==> config.mk <==
export PLATFORM = sky130hd
export DESIGN_NAME = uart_byte_rx_flat
export DESIGN_NICKNAME = d
export VERILOG_FILES = /design/src/rtl/uart_pkg.sv /design/src/rtl/uart_byte_rx_if.sv /design/src/rtl/sync_2ff.sv /design/src/rtl/uart_byte_rx.sv /design/src/flat_wrapper.sv
export SDC_FILE = /design/constraint.sdc
export NUM_CORES = 1
export LEC_CHECK = 0
export BUFFER_PORTS_ARGS = -buffer_cell sky130_fd_sc_hd__buf_2
export CORE_ASPECT_RATIO = 1.2
export CORE_MARGIN = 3
export CORE_UTILIZATION = 44
export CTS_CLUSTER_SIZE = 8
export DETAILED_ROUTE_END_ITERATION = 6
export GPL_ROUTABILITY_DRIVEN = 0
export PLACE_DENSITY_LB_ADDON = 0.08
export SYNTH_ARGS = -nofsm -noshare
export SYNTH_HDL_FRONTEND = slang
export SYNTH_SLANG_ARGS = --single-unit
==> constraint.sdc <==
create_clock -name clk -period 2.5 [get_ports clk]
set_clock_uncertainty 0.1 [all_clocks]
set_input_delay 0.125 -clock clk [delete_from_list [all_inputs] [get_ports clk]]
set_output_delay 0.125 -clock clk [all_outputs]
set_load 0.005 [all_outputs]
==> src/rtl/uart_pkg.sv <==
// Shared constants, FSM encoding and parity helper for the UART byte receiver.
// Defining UART_RX_PARITY_EN adds one even-parity bit after the data (8E1 instead of 8N1).
package uart_pkg;

    localparam int unsigned DEF_CLK_FREQ  = 32'd50_000_000;
    localparam int unsigned DEF_BAUD_RATE = 32'd115_200;

    typedef enum logic [2:0] {
        ST_IDLE   = 3'd0,
        ST_START  = 3'd1,
        ST_DATA   = 3'd2,
`ifdef UART_RX_PARITY_EN
        ST_PARITY = 3'd3,
`endif
        ST_STOP   = 3'd4
    } rx_state_e;

    // Parity bit that makes the total number of ones (data + parity) even.
    function automatic logic even_parity(input logic [7:0] data);
        return ^data;
    endfunction

endpackage

==> src/rtl/uart_byte_rx_if.sv <==
// Serial input and received-byte outputs of the UART byte receiver.
// The receiver uses the master modport, the consuming stage uses slave.
interface uart_byte_rx_if;
    logic       uart_rxd;
    logic [7:0] rx_data;
    logic       rx_ready;
    logic       frame_err;
    logic       rx_busy;

    modport master (input uart_rxd, output rx_data, rx_ready, frame_err, rx_busy);
    modport slave  (output uart_rxd, input rx_data, rx_ready, frame_err, rx_busy);
endinterface

==> src/rtl/sync_2ff.sv <==
// Two-flop synchronizer for one asynchronous bit; both flops reset to 1 (idle line).
module sync_2ff (
    input  logic clk,
    input  logic rst_n,
    input  logic d,
    output logic q
);

    logic ff1_q;
    logic ff2_q;

    // Two-stage metastability filter.
    always_ff @(posedge clk or negedge rst_n) begin
        if (!rst_n) begin
            ff1_q <= 1'b1;
            ff2_q <= 1'b1;
        end else begin
            ff1_q <= d;
            ff2_q <= ff1_q;
        end
    end

    assign q = ff2_q;

endmodule

==> src/rtl/uart_byte_rx.sv <==
// UART byte receiver: samples each bit mid-period, pulses rx_ready or frame_err per frame.
// Optional even parity is enabled by defining UART_RX_PARITY_EN.
module uart_byte_rx
    import uart_pkg::*;
#(
    parameter int unsigned CLK_FREQ  = DEF_CLK_FREQ,
    parameter int unsigned BAUD_RATE = DEF_BAUD_RATE
) (
    input  logic           clk,
    input  logic           rst_n,
    uart_byte_rx_if.master rx_if
);

    localparam int unsigned BAUD_DIV = CLK_FREQ / BAUD_RATE;
    localparam int unsigned HALF_DIV = BAUD_DIV / 2;
    localparam int          CNT_W    = $clog2(BAUD_DIV);
    localparam logic [CNT_W-1:0] BAUD_LAST = CNT_W'(BAUD_DIV - 1);
    localparam logic [CNT_W-1:0] HALF_LAST = CNT_W'(HALF_DIV - 1);
    localparam logic [CNT_W-1:0] CNT_ONE   = CNT_W'(1);
    localparam logic [CNT_W-1:0] CNT_ZERO  = CNT_W'(0);

    logic             rxd_sync_s;
    logic             fall_s;
    logic             stop_ok_s;
    rx_state_e        state_q,     state_d;
    logic [CNT_W-1:0] cnt_q,       cnt_d;
    logic [2:0]       bit_idx_q,   bit_idx_d;
    logic [7:0]       shreg_q,     shreg_d;
    logic             rxd_prev_q;
    logic [1:0]       arm_q,       arm_d;
    logic [7:0]       rx_data_q,   rx_data_d;
    logic             rx_ready_q,  rx_ready_d;
    logic             frame_err_q, frame_err_d;
    logic             rx_busy_q,   rx_busy_d;
`ifdef UART_RX_PARITY_EN
    logic             par_err_q,   par_err_d;
`endif

    sync_2ff u_sync (
        .clk   (clk),
        .rst_n (rst_n),
        .d     (rx_if.uart_rxd),
        .q     (rxd_sync_s)
    );

    // Edges are ignored until the synchronizer holds real line samples, so a line
    // that is already low when reset is released cannot look like a start bit.
    assign fall_s = (arm_q == 2'd3) && rxd_prev_q && !rxd_sync_s;
`ifdef UART_RX_PARITY_EN
    assign stop_ok_s = rxd_sync_s && !par_err_q;
`else
    assign stop_ok_s = rxd_sync_s;
`endif

    // Next-state logic for the frame FSM, baud counter and output pulses.
    always_comb begin
        state_d     = state_q;
        cnt_d       = cnt_q;
        bit_idx_d   = bit_idx_q;
        shreg_d     = shreg_q;
        rx_data_d   = rx_data_q;
        rx_ready_d  = 1'b0;
        frame_err_d = 1'b0;
`ifdef UART_RX_PARITY_EN
        par_err_d   = par_err_q;
`endif
        if (arm_q == 2'd3) begin
            arm_d = arm_q;
        end else begin
            arm_d = arm_q + 2'd1;
        end

        case (state_q)
            ST_IDLE: begin
                if (fall_s) begin
                    state_d = ST_START;
                    cnt_d   = CNT_ZERO;
                end else begin
                    cnt_d   = CNT_ZERO;
                end
            end
            ST_START: begin
                if (cnt_q == HALF_LAST) begin
                    cnt_d     = CNT_ZERO;
                    bit_idx_d = 3'd0;
`ifdef UART_RX_PARITY_EN
                    par_err_d = 1'b0;
`endif
                    if (!rxd_sync_s) begin
                        state_d = ST_DATA;
                    end else begin
                        state_d = ST_IDLE;
                    end
                end else begin
                    cnt_d = cnt_q + CNT_ONE;
                end
            end
            ST_DATA: begin
                if (cnt_q == BAUD_LAST) begin
                    cnt_d     = CNT_ZERO;
                    shreg_d   = {rxd_sync_s, shreg_q[7:1]};
                    bit_idx_d = bit_idx_q + 3'd1;
                    if (bit_idx_q == 3'd7) begin
`ifdef UART_RX_PARITY_EN
                        state_d = ST_PARITY;
`else
                        state_d = ST_STOP;
`endif
                    end else begin
                        state_d = ST_DATA;
                    end
                end else begin
                    cnt_d = cnt_q + CNT_ONE;
                end
            end
`ifdef UART_RX_PARITY_EN
            ST_PARITY: begin
                if (cnt_q == BAUD_LAST) begin
                    cnt_d     = CNT_ZERO;
                    par_err_d = (rxd_sync_s != even_parity(shreg_q));
                    state_d   = ST_STOP;
                end else begin
                    cnt_d = cnt_q + CNT_ONE;
                end
            end
`endif
            ST_STOP: begin
                // Return to IDLE mid stop bit so a start bit right after a 1-bit stop is caught.
                if (cnt_q == BAUD_LAST) begin
                    cnt_d   = CNT_ZERO;
                    state_d = ST_IDLE;
                    if (stop_ok_s) begin
                        rx_data_d  = shreg_q;
                        rx_ready_d = 1'b1;
                    end else begin
                        frame_err_d = 1'b1;
                    end
                end else begin
                    cnt_d = cnt_q + CNT_ONE;
                end
            end
            default: begin
                state_d = ST_IDLE;
                cnt_d   = CNT_ZERO;
            end
        endcase

        rx_busy_d = (state_d != ST_IDLE);
    end

    // State and registered-output flops.
    always_ff @(posedge clk or negedge rst_n) begin
        if (!rst_n) begin
            state_q     <= ST_IDLE;
            cnt_q       <= CNT_ZERO;
            bit_idx_q   <= 3'd0;
            shreg_q     <= 8'h00;
            rxd_prev_q  <= 1'b1;
            arm_q       <= 2'd0;
            rx_data_q   <= 8'h00;
            rx_ready_q  <= 1'b0;
            frame_err_q <= 1'b0;
            rx_busy_q   <= 1'b0;
`ifdef UART_RX_PARITY_EN
            par_err_q   <= 1'b0;
`endif
        end else begin
            state_q     <= state_d;
            cnt_q       <= cnt_d;
            bit_idx_q   <= bit_idx_d;
            shreg_q     <= shreg_d;
            rxd_prev_q  <= rxd_sync_s;
            arm_q       <= arm_d;
            rx_data_q   <= rx_data_d;
            rx_ready_q  <= rx_ready_d;
            frame_err_q <= frame_err_d;
            rx_busy_q   <= rx_busy_d;
`ifdef UART_RX_PARITY_EN
            par_err_q   <= par_err_d;
`endif
        end
    end

    assign rx_if.rx_data   = rx_data_q;
    assign rx_if.rx_ready  = rx_ready_q;
    assign rx_if.frame_err = frame_err_q;
    assign rx_if.rx_busy   = rx_busy_q;

endmodule

==> src/flat_wrapper.sv <==
// flat-port wrapper written by rule: the top's interface ports become plain ports
module uart_byte_rx_flat import uart_pkg::*;
#(
    parameter int unsigned CLK_FREQ  = DEF_CLK_FREQ,
    parameter int unsigned BAUD_RATE = DEF_BAUD_RATE
)
  (clk, rst_n, rx_if_uart_rxd, rx_if_rx_data, rx_if_rx_ready, rx_if_frame_err, rx_if_rx_busy);
  uart_byte_rx_if rx_if_i ();
  input  logic clk;
  input  logic rst_n;
  input wire logic [$bits(rx_if_i.uart_rxd)-1:0] rx_if_uart_rxd;
  output wire logic [$bits(rx_if_i.rx_data)-1:0] rx_if_rx_data;
  output wire logic [$bits(rx_if_i.rx_ready)-1:0] rx_if_rx_ready;
  output wire logic [$bits(rx_if_i.frame_err)-1:0] rx_if_frame_err;
  output wire logic [$bits(rx_if_i.rx_busy)-1:0] rx_if_rx_busy;
  assign rx_if_i.uart_rxd = rx_if_uart_rxd;
  assign rx_if_rx_data = rx_if_i.rx_data;
  assign rx_if_rx_ready = rx_if_i.rx_ready;
  assign rx_if_frame_err = rx_if_i.frame_err;
  assign rx_if_rx_busy = rx_if_i.rx_busy;
  uart_byte_rx #(.CLK_FREQ(CLK_FREQ), .BAUD_RATE(BAUD_RATE)) u_core (.clk(clk), .rst_n(rst_n), .rx_if(rx_if_i));
endmodule
# Word level (Yosys, flattened, before mapping)
# Index checks and enable logic that the tools add are counted.
[classes] addsub=3 muxes=19 reduce_logical=10 n_eq_ne=9
[ops] op="3-bit two-way mux" n=7
[ops] op="9-bit two-way mux" n=2
[ops] op="9-bit one-hot mux with 2 select lines" n=1
[ops] op="3-bit one-hot mux with 4 select lines" n=1
[ops] op="9-bit by 1-bit adder with 9-bit output, second input constant" n=1
[ops] op="9-bit by 8-bit == test with 1-bit output, second input constant" n=1
[ops] op="9-bit == test, second input constant" n=1
[ops] op="3-bit == test, second input constant" n=2
[ops] op="1-bit two-way mux" n=6
[ops] op="3-bit one-hot mux with 2 select lines" n=1
[ops] op="3-bit AND reduction" n=2
[ops] op="2-bit by 1-bit inequality test with 1-bit output, second input constant" n=2
[ops] op="3-bit by 1-bit adder with 3-bit output, second input constant" n=1
[ops] op="3-bit by 1-bit == test with 1-bit output, second input constant" n=1
[ops] op="3-bit by 2-bit == test with 1-bit output, second input constant" n=1
[ops] op="3-bit zero test" n=1
[ops] op="3-bit nonzero test" n=1
[ops] op="2-bit by 1-bit adder with 2-bit output, second input constant" n=1
[ops] op="2-bit == test, second input constant" n=1
[ops] op="1-bit logical AND" n=2
[ops] op="2-bit two-way mux" n=1
[ops] op="2-bit AND reduction" n=1
[ops] op="2-bit nonzero test" n=1
[ops] op="2-bit OR reduction" n=1
[ops] op="1-bit zero test" n=1
[totals] out_inout_bits=11 input_bits=3 regBits=39

# Depth between registers and ports, before layout
# Gate-level depths: netlist of run 1.
[logic_depth] depth_word=6 ltp_mapped=7 ltp_nobuf=6

# Hierarchy
# A second synthesis of run 1 with hierarchy kept.
[hier_totals] cells_unflattened=140 hier_area_um2=1741.7
[by_module_without_submodules] module="uart_byte_rx" area_per_inst_um2=1689.1 n_inst=1 cells_per_inst=138
[by_module_without_submodules] module="sync_2ff" area_per_inst_um2=52.6 n_inst=1 cells_per_inst=2

# Worst setup path after synthesis of run 1
# OpenSTA, ideal clock, no wires.
[synth_path] kind="reg-to-reg" from="reg u_core.cnt_q[6]" to="reg u_core.rx_data_q[0] (netlist: u_core.rx_if.rx_data[0])" period_less_slack_ns=2.304 t_required_ns=2.275 path_stages_with_launch=6 path_slack_ns=0.196 t_arrival_ns=2.080 cell_sequence="dfrtp_1 -> or4b_1 -> or2_1 -> buf_2 -> nor4_4 -> mux2_2"
[synth_between] elab_chain_cells=2
[synth_rtl] element="start, declared" line="uart_byte_rx.sv:26" text="logic [CNT_W-1:0] cnt_q, cnt_d;"
[synth_rtl] element="start signal, assigned" line="uart_byte_rx.sv:169" text="cnt_q <= cnt_d;"
[synth_rtl] element="9-bit == test" line="uart_byte_rx.sv:129" text="if (cnt_q == BAUD_LAST) begin"
[synth_rtl] element="3-bit AND reduction (no source line)"
[synth_rtl] element="end signal, assigned" line="uart_byte_rx.sv:174" text="rx_data_q <= rx_data_d;"
[synth_rtl] element="end, declared" line="uart_byte_rx.sv:31" text="logic [7:0] rx_data_q, rx_data_d;"
# No other way between the ends.
# A chain may end at the register's enable or synchronous reset.

# Worst setup path after layout of run 1
[layout_path] from="reg u_core.cnt_q[6]" to="reg u_core.rx_data_q[6] (netlist: u_core.rx_if.rx_data[6])"
# Same word-level chain as after synthesis.

==> results of run 1 <==
-- critical path: cells and delay by family (launching register included) --
| kind | cells | cell delay (ns) |
|---|---|---|
| multiplexers | 1 | 0.34 |
| flip-flops | 1 | 0.43 |
| buffers and inverters | 1 | 0.21 |
| AND/OR/NAND/NOR | 3 | 1.07 |
-- Yosys cell counts --
| master | number |
|---|---|
| a21oi_1 | 1 |
| a22o_1 | 1 |
| buf_2 | 1 |
| clkbuf_1 | 1 |
| clkdlybuf4s15_1 | 1 |
| dfrtp_1 | 36 |
| dfstp_2 | 3 |
| ha_1 | 6 |
| inv_1 | 4 |
| mux2_2 | 20 |
| nand2_1 | 3 |
| nand2b_1 | 1 |
| nand3_1 | 3 |
| nand4_1 | 3 |
| nor2_1 | 17 |
| nor2_2 | 1 |
| nor2b_1 | 1 |
| nor3_1 | 2 |
| nor4_1 | 1 |
| nor4_4 | 1 |
| nor4bb_1 | 1 |
| o21a_1 | 1 |
| o21ai_0 | 1 |
| o32a_1 | 1 |
| or2_1 | 1 |
| or2_2 | 1 |
| or3_1 | 1 |
| or3b_2 | 2 |
| or4_1 | 1 |
| or4b_1 | 1 |
| or4b_2 | 1 |
| xnor2_1 | 7 |
| xor2_1 | 2 |
-- flip-flops by register name, indices dropped and copies added (netlist names) --
signal and cells:
u_core.arm_q 2, u_core.bit_idx_q 3, u_core.cnt_q 9, u_core.rx_if.frame_err 1
u_core.rx_if.rx_busy 1, u_core.rx_if.rx_data 8, u_core.rx_if.rx_ready 1, u_core.rxd_prev_q 1
u_core.shreg_q 8, u_core.state_q 3, u_core.u_sync.ff1_q 1, u_core.u_sync.q 1
-- cells in the final DEF, fill, tap and decap left out, types with 3 or more instances in the layout --
| cell | n |
|---|---|
| nand4_1 | 3 |
| ha_1 | 6 |
| dfstp_2 | 3 |
| inv_1 | 4 |
| nor2_1 | 17 |
| clkbuf_8 | 5 |
| mux2_2 | 20 |
| xnor2_1 | 7 |
| buf_2 | 13 |
| nand3_1 | 3 |
| dfrtp_1 | 36 |
| nand2_1 | 3 |
-- cell families after synthesis --
family | count (synthesis)
compound gates | 5
xor+xnor | 9
buf+inv | 7
simple gates | 42
flops | 39
fa+ha+maj | 6
mux | 20
-- power breakdown --
group          switching (mW)  internal (mW)  leakage, nW
Sequential             0.0577          0.682        0.509
Combinational          0.0767         0.0685        0.346
Clock                   0.210          0.195       0.0412
Total                   0.344          0.945        0.896
-- timing repair --
action | in CTS | in global routing
endpoints found under the hold margin | 37 | 0
gates resized for setup | 0 | 0
hold buffers | 2 | 0
-- layer usage --
layer	GRT usage, %	routed length [um]
met3	3.98	106
met4	7.37	61
met1	16.1	1200
met5	0	0
met2	21.2	1200
-- worst max path at each step --
stage	start	slack (ns)	endpoint	depth (start not counted)
6_report	u_core.cnt_q[6]	0.24	u_core.rx_if.rx_data[6]	5
5_1_grt	u_core.cnt_q[6]	0.11	u_core.shreg_q[6]	4
4_1_cts	u_core.cnt_q[6]	0.20	u_core.shreg_q[6]	4
3_5_place_dp	u_core.cnt_q[6]	0.20	u_core.shreg_q[6]	4
3_3_place_gp	u_core.cnt_q[6]	0.23	u_core.shreg_q[6]	4
2_1_floorplan	u_core.cnt_q[6]	0.20	u_core.rx_if.rx_data[0]	5
-- final cells by class --
cell class                      instances  area share (%)
Sequential cell                        39            51.6
Inverter                                4           0.792
Multi-Input combinational cell         82            34.5
Clock inverter                          2           0.660
Clock buffer                            6            3.83
Timing Repair Buffer                   17            5.28
Tap cell                               50            3.30
-- metrics by stage --
stage          hold slack [ns]  cell area, um2
2_1_floorplan           -0.271            1670
3_3_place_gp             0.132            1790
4_1_cts                  0.258            1900
3_5_place_dp             0.132            1790
6_report                 0.257            1900
5_1_grt                  0.262            1900
==> impl_metrics.py, run 1 <==
metrics = {
    "outcome": {
        "outcome": "finished, final reports clean",
    },
    "synth": {
        "syn_area_um2": 1670,
        "synth_top_family_by_area": "simple AND/OR/NAND/NOR gates",
        "ys_warn_count": 0,
        "syn_inst": 128,
        "synth_top_area_cell": "dfrtp_1",
        "yosys.area_share.simple_pct": 14.3,
        "ys_ff_latch": 39,
        "yosysTopAreaCellShare_pct": 54.0,
        "synth_fa_ha_area_share_pct": 4.50,
        "synthMuxAreaShare_pct": 13.5,
        "syn_area_per_cell_um2": 13.0,
        "ys_seq_area_share_pct": 58.7,
        "synth_xor_area_share_pct": 4.73,
        "synth.net_count": 137,
        "synth_compound_area_share_pct": 2.18,
        "ys_types": 33,
        "ys_top_cells_by_area": "dfrtp_1 (54%), mux2_2 (14%), dfstp_2 (4.7%)",
    },
    "grt": {
        "grt_max_degree": 40,
        "grt_pass1_wl_um": 4570,
        "grt_pass1_vias": 1022,
        "antenna_found_initial": 0,
        "grt_overflow": 0,
        "grt_use_total_pct": 13.2,
    },
    "timing": {
        "min_period_over_period_pct": 90.5,
        "fmax_mhz": 442,
        "min_period_ns": 2.26,
        "postLayoutSetupSlackWorst_ns": 0.238,
        "setup_viol": 0,
        "tightest_slew_ns": 0.842,
        "max-slew-margin-rel_pct": 43.9,
        "slew_violations": 0,
        "tns_ns": 0,
        "rsz0062_at_grt": "false",
        "finalHoldViolCount": 0,
    },
    "drt": {
        "drt-initial-drc-count": 44,
        "antenna_left": 0,
        "vias": 1004,
        "viasPerCell": 5.02,
        "drc_errors": 0,
        "finalWirelength_um": 2560,
        "wl_per_cell_um": 12.8,
        "dr.pass1.iters": 4,
    },
    "clock_tree": {
        "cts_made_buffers": 5,
        "clkSinkCount": 39,
        "cts-root-buf": "clkbuf_8",
        "cts_tree": "built",
        "clockBufferDepth": 2,
        "post-cts-setup-buffer-count": 0,
        "clkLatencyLatePin_ns": 0.29,
        "htreeDepth": 2,
        "clk_pin_slew_ns": 0.07,
    },
    "pwr": {
        "power_density_nw_per_um2": 680,
        "power_leakage_nw": 0.896,
        "vdd_drop_max_mv": 0.343,
        "finalPower_mw": 1.29,
    },
    "placement": {
        "port_buffers": 13,
        "hpwl_um": 1850,
        "placed_cells": 190,
        "pre_cts_slack_ns": 0.205,
    },
    "worst_hold_path": {
        "whs_path_depth": 0,
        "min_from": "u_core.u_sync.ff1_q",
        "hp-class": "flop to flop",
        "min_delay_worst_endpoint": "u_core.u_sync.q",
    },
    "setup_path": {
        "crit_slowest_cell": "or4b_1",
        "worstPathMaxFanout": 9,
        "r2r_slack_ns": 0.24,
        "arrival_ns": 2.34,
        "cp_cell_sequence": "or4b_1, or2_1, nor4_4, buf_4, mux2_2",
        "cp.required_ns": 2.58,
        "start_kind": "flop",
        "reg2reg_to": "u_core.rx_if.rx_data[6]",
        "critical_path_class": "flop to flop",
        "slowest_delay_ns": 0.55,
        "end_kind": "flop",
        "r2r_cells": 5,
        "worstReg2RegStart": "u_core.cnt_q[6]",
    },
    "cells_and_area": {
        "antenna_cells": 0,
        "area_delta_synth_final_pct": 13.7,
        "seq_area_um2": 980,
        "fin_util_pct": 54.5,
        "fin_cells": 200,
        "fin_nets": 158,
        "fillCellCount": 305,
        "drive_above_1_share_pct": 34.0,
        "multi_input_area_um2": 654,
    },
    "floorplanning": {
        "start_util_pct": 47.9,
        "io_pins": 14,
        "num_rows": 23,
        "core_area_um2": 3480,
        "die_x_um": 62.2,
        "die_y_um": 73.4,
        "dieArea_um2": 4570,
    },
    "run": {
        "maxCapViolCount": 0,
    },
}
Power figures use the tool's default switching activity.
==> inputs of run 2 (changes only) <==
Settings changed: SKIP_LAST_GASP from default to 1.
Clock period 2.5 ns to 1.9 ns, I/O delays scaled along.
==> run 2 against run 1 <==
  * The run now ends with setup timing left
  * Register-to-register slack worse by 0.47 ns
  * Largest cell class unchanged
  * Non-clock buffer count up 20
  * Via count up 8.2%
==> impl_metrics.py, run 2 (synthesis gave the netlist of run 1 again) <==
metrics = {
    "timing": {
        "rsz0062_at_grt": "true",
        "tightest_slew_ns": 0.253,
        "min_period_ns": 2.13,
        "whs_ns": 0.190,
        "fmax_mhz": 469,
        "slew_violations": 0,
        "finalHoldViolCount": 0,
        "tns_ns": -3.34,
        "postLayoutSetupSlackWorst_ns": -0.234,
        "max-slew-margin-rel_pct": 83.0,
        "setup_viol": 20,
        "min_period_over_period_pct": 112,
    },
    "grt": {
        "grt_overflow": 0,
        "grt_max_degree": 40,
        "grt_use_total_pct": 15.2,
        "grt_pass1_vias": 1146,
        "grt_pass1_wl_um": 5320,
        "antenna_found_initial": 0,
    },
    "drt": {
        "dr.pass1.iters": 4,
        "vias": 1086,
        "viasPerCell": 4.94,
        "drc_errors": 0,
        "antenna_left": 0,
        "wl_per_cell_um": 13.3,
        "finalWirelength_um": 2940,
        "drt-initial-drc-count": 39,
    },
    "floorplanning": {
        "core_area_um2": 3480,
        "die_x_um": 62.2,
        "num_rows": 23,
        "io_pins": 14,
        "start_util_pct": 47.9,
        "dieArea_um2": 4570,
        "die_y_um": 73.4,
    },
    "cells_and_area": {
        "final_common_cell": "dfrtp_1",
        "fin_nets": 178,
        "drive_above_1_share_pct": 47.1,
        "largest_register_ffs": 9,
        "area_delta_synth_final_pct": 27.4,
        "antenna_cells": 0,
        "fin_cells": 220,
        "fillCellCount": 282,
        "design_area_um2": 2120,
        "final_cell_mix": "dfrtp_1 (36), mux2_2 (19), buf_4 (19)",
        "seq_area_um2": 980,
        "multi_input_area_um2": 694,
        "fin_util_pct": 61.0,
        "regMostFlops": "u_core.cnt_q",
    },
    "clock_tree": {
        "post-cts-setup-buffer-count": 0,
        "clkLatencyLatePin_ns": 0.30,
        "htreeDepth": 2,
        "cts_tree": "built",
        "clkSinkCount": 39,
        "clockBufferDepth": 2,
        "clk_pin_slew_ns": 0.08,
        "cts-root-buf": "clkbuf_8",
        "cts_made_buffers": 5,
    },
    "setup_path": {
        "cp.required_ns": 1.98,
        "critical_path_class": "flop to flop",
        "r2r_slack_ns": -0.23,
        "end_kind": "flop",
        "start_kind": "flop",
        "cp-endpoint": "u_core.rx_if.rx_data[2]",
        "reg2reg_to": "u_core.rx_if.rx_data[2]",
        "worstReg2RegStart": "u_core.cnt_q[6]",
        "arrival_ns": 2.22,
        "startpoint": "u_core.cnt_q[6]",
        "worstPathMaxFanout": 9,
        "r2r_cells": 5,
    },
    "worst_hold_path": {
        "hp-class": "primary input to async pin",
    },
    "placement": {
        "placed_cells": 210,
        "hpwl_um": 2130,
        "port_buffers": 13,
        "pre_cts_slack_ns": -0.270,
        "dpl_cell_area_um2": 1970,
    },
    "pwr": {
        "vdd_drop_max_mv": 0.608,
        "finalPower_mw": 1.90,
        "power_density_nw_per_um2": 894,
        "power_leakage_nw": 1.02,
    },
    "outcome": {
        "outcome": "finished, violations left",
        "violations": "setup timing",
    },
    "run": {
        "maxCapViolCount": 0,
    },
}
==> run 2: changes by cell type in the layout (fill, tap and decap cells not counted), sizes merged <==
cell and delta:
buf +20, clkbuf -1, clkinv +1
==> run 2: area by class of cell <==
type / count / area share, %
Multi-Input combinational cell: 82 / 32.7
Clock inverter: 3 / 1.18
Inverter: 4 / 0.707
Clock buffer: 5 / 3.24
Sequential cell: 39 / 46.1
Timing Repair Buffer: 37 / 13.1
Tap cell: 50 / 2.94
==> run 2: power by group <==
group / leakage (nW) / switching, mW / internal (mW) / total, mW
registers: 0.509 / 0.0375 / 0.897 / 0.934
clock network: 0.0443 / 0.300 / 0.262 / 0.562
logic: 0.462 / 0.195 / 0.209 / 0.404
==> run 2: routing by layer <==
| layer | vias to the layer above | routed length [um] | GRT usage (%) |
|---|---|---|---|
| met5 | - | 0 | 0 |
| met2 | 16 | 1420 | 23.9 |
| met3 | 8 | 107 | 4.74 |
| li1 | 528 | - | - |
| met1 | 534 | 1360 | 19.5 |
| met4 | 0 | 53 | 6.63 |
==> run 2: worst min-delay path by stage <==
stage / start / to / slack (ns) / cells after the start
after CTS: rst_n / u_core.rx_if.rx_data[4] / 0.19 / 3
after global routing: rst_n / u_core.rx_if.rx_data[6] / 0.20 / 3
after global placement: rst_n / u_core.arm_q[0] / -0.03 / 2
after detailed placement: rst_n / u_core.arm_q[0] / -0.02 / 2
after floorplan: rst_n / u_core.arm_q[0] / -0.30 / 0
final: rst_n / u_core.arm_q[1] / 0.19 / 3
==> run 2: critical path: stages, from the launching register on <==
cell and delay (ns):
dfrtp_1 0.38, or4b_1 0.54, or2_4 0.27, nor4_4 0.22, buf_6 0.18, mux2_2 0.33
==> run 2: what timing repair did <==
action / in CTS / in global routing
endpoints found under the setup margin: 20 / 29
hold buffers: 2 / 0
hold endpoints to repair: 40 / 0
resized for setup: 8 / 3
pin swaps: 1 / 1
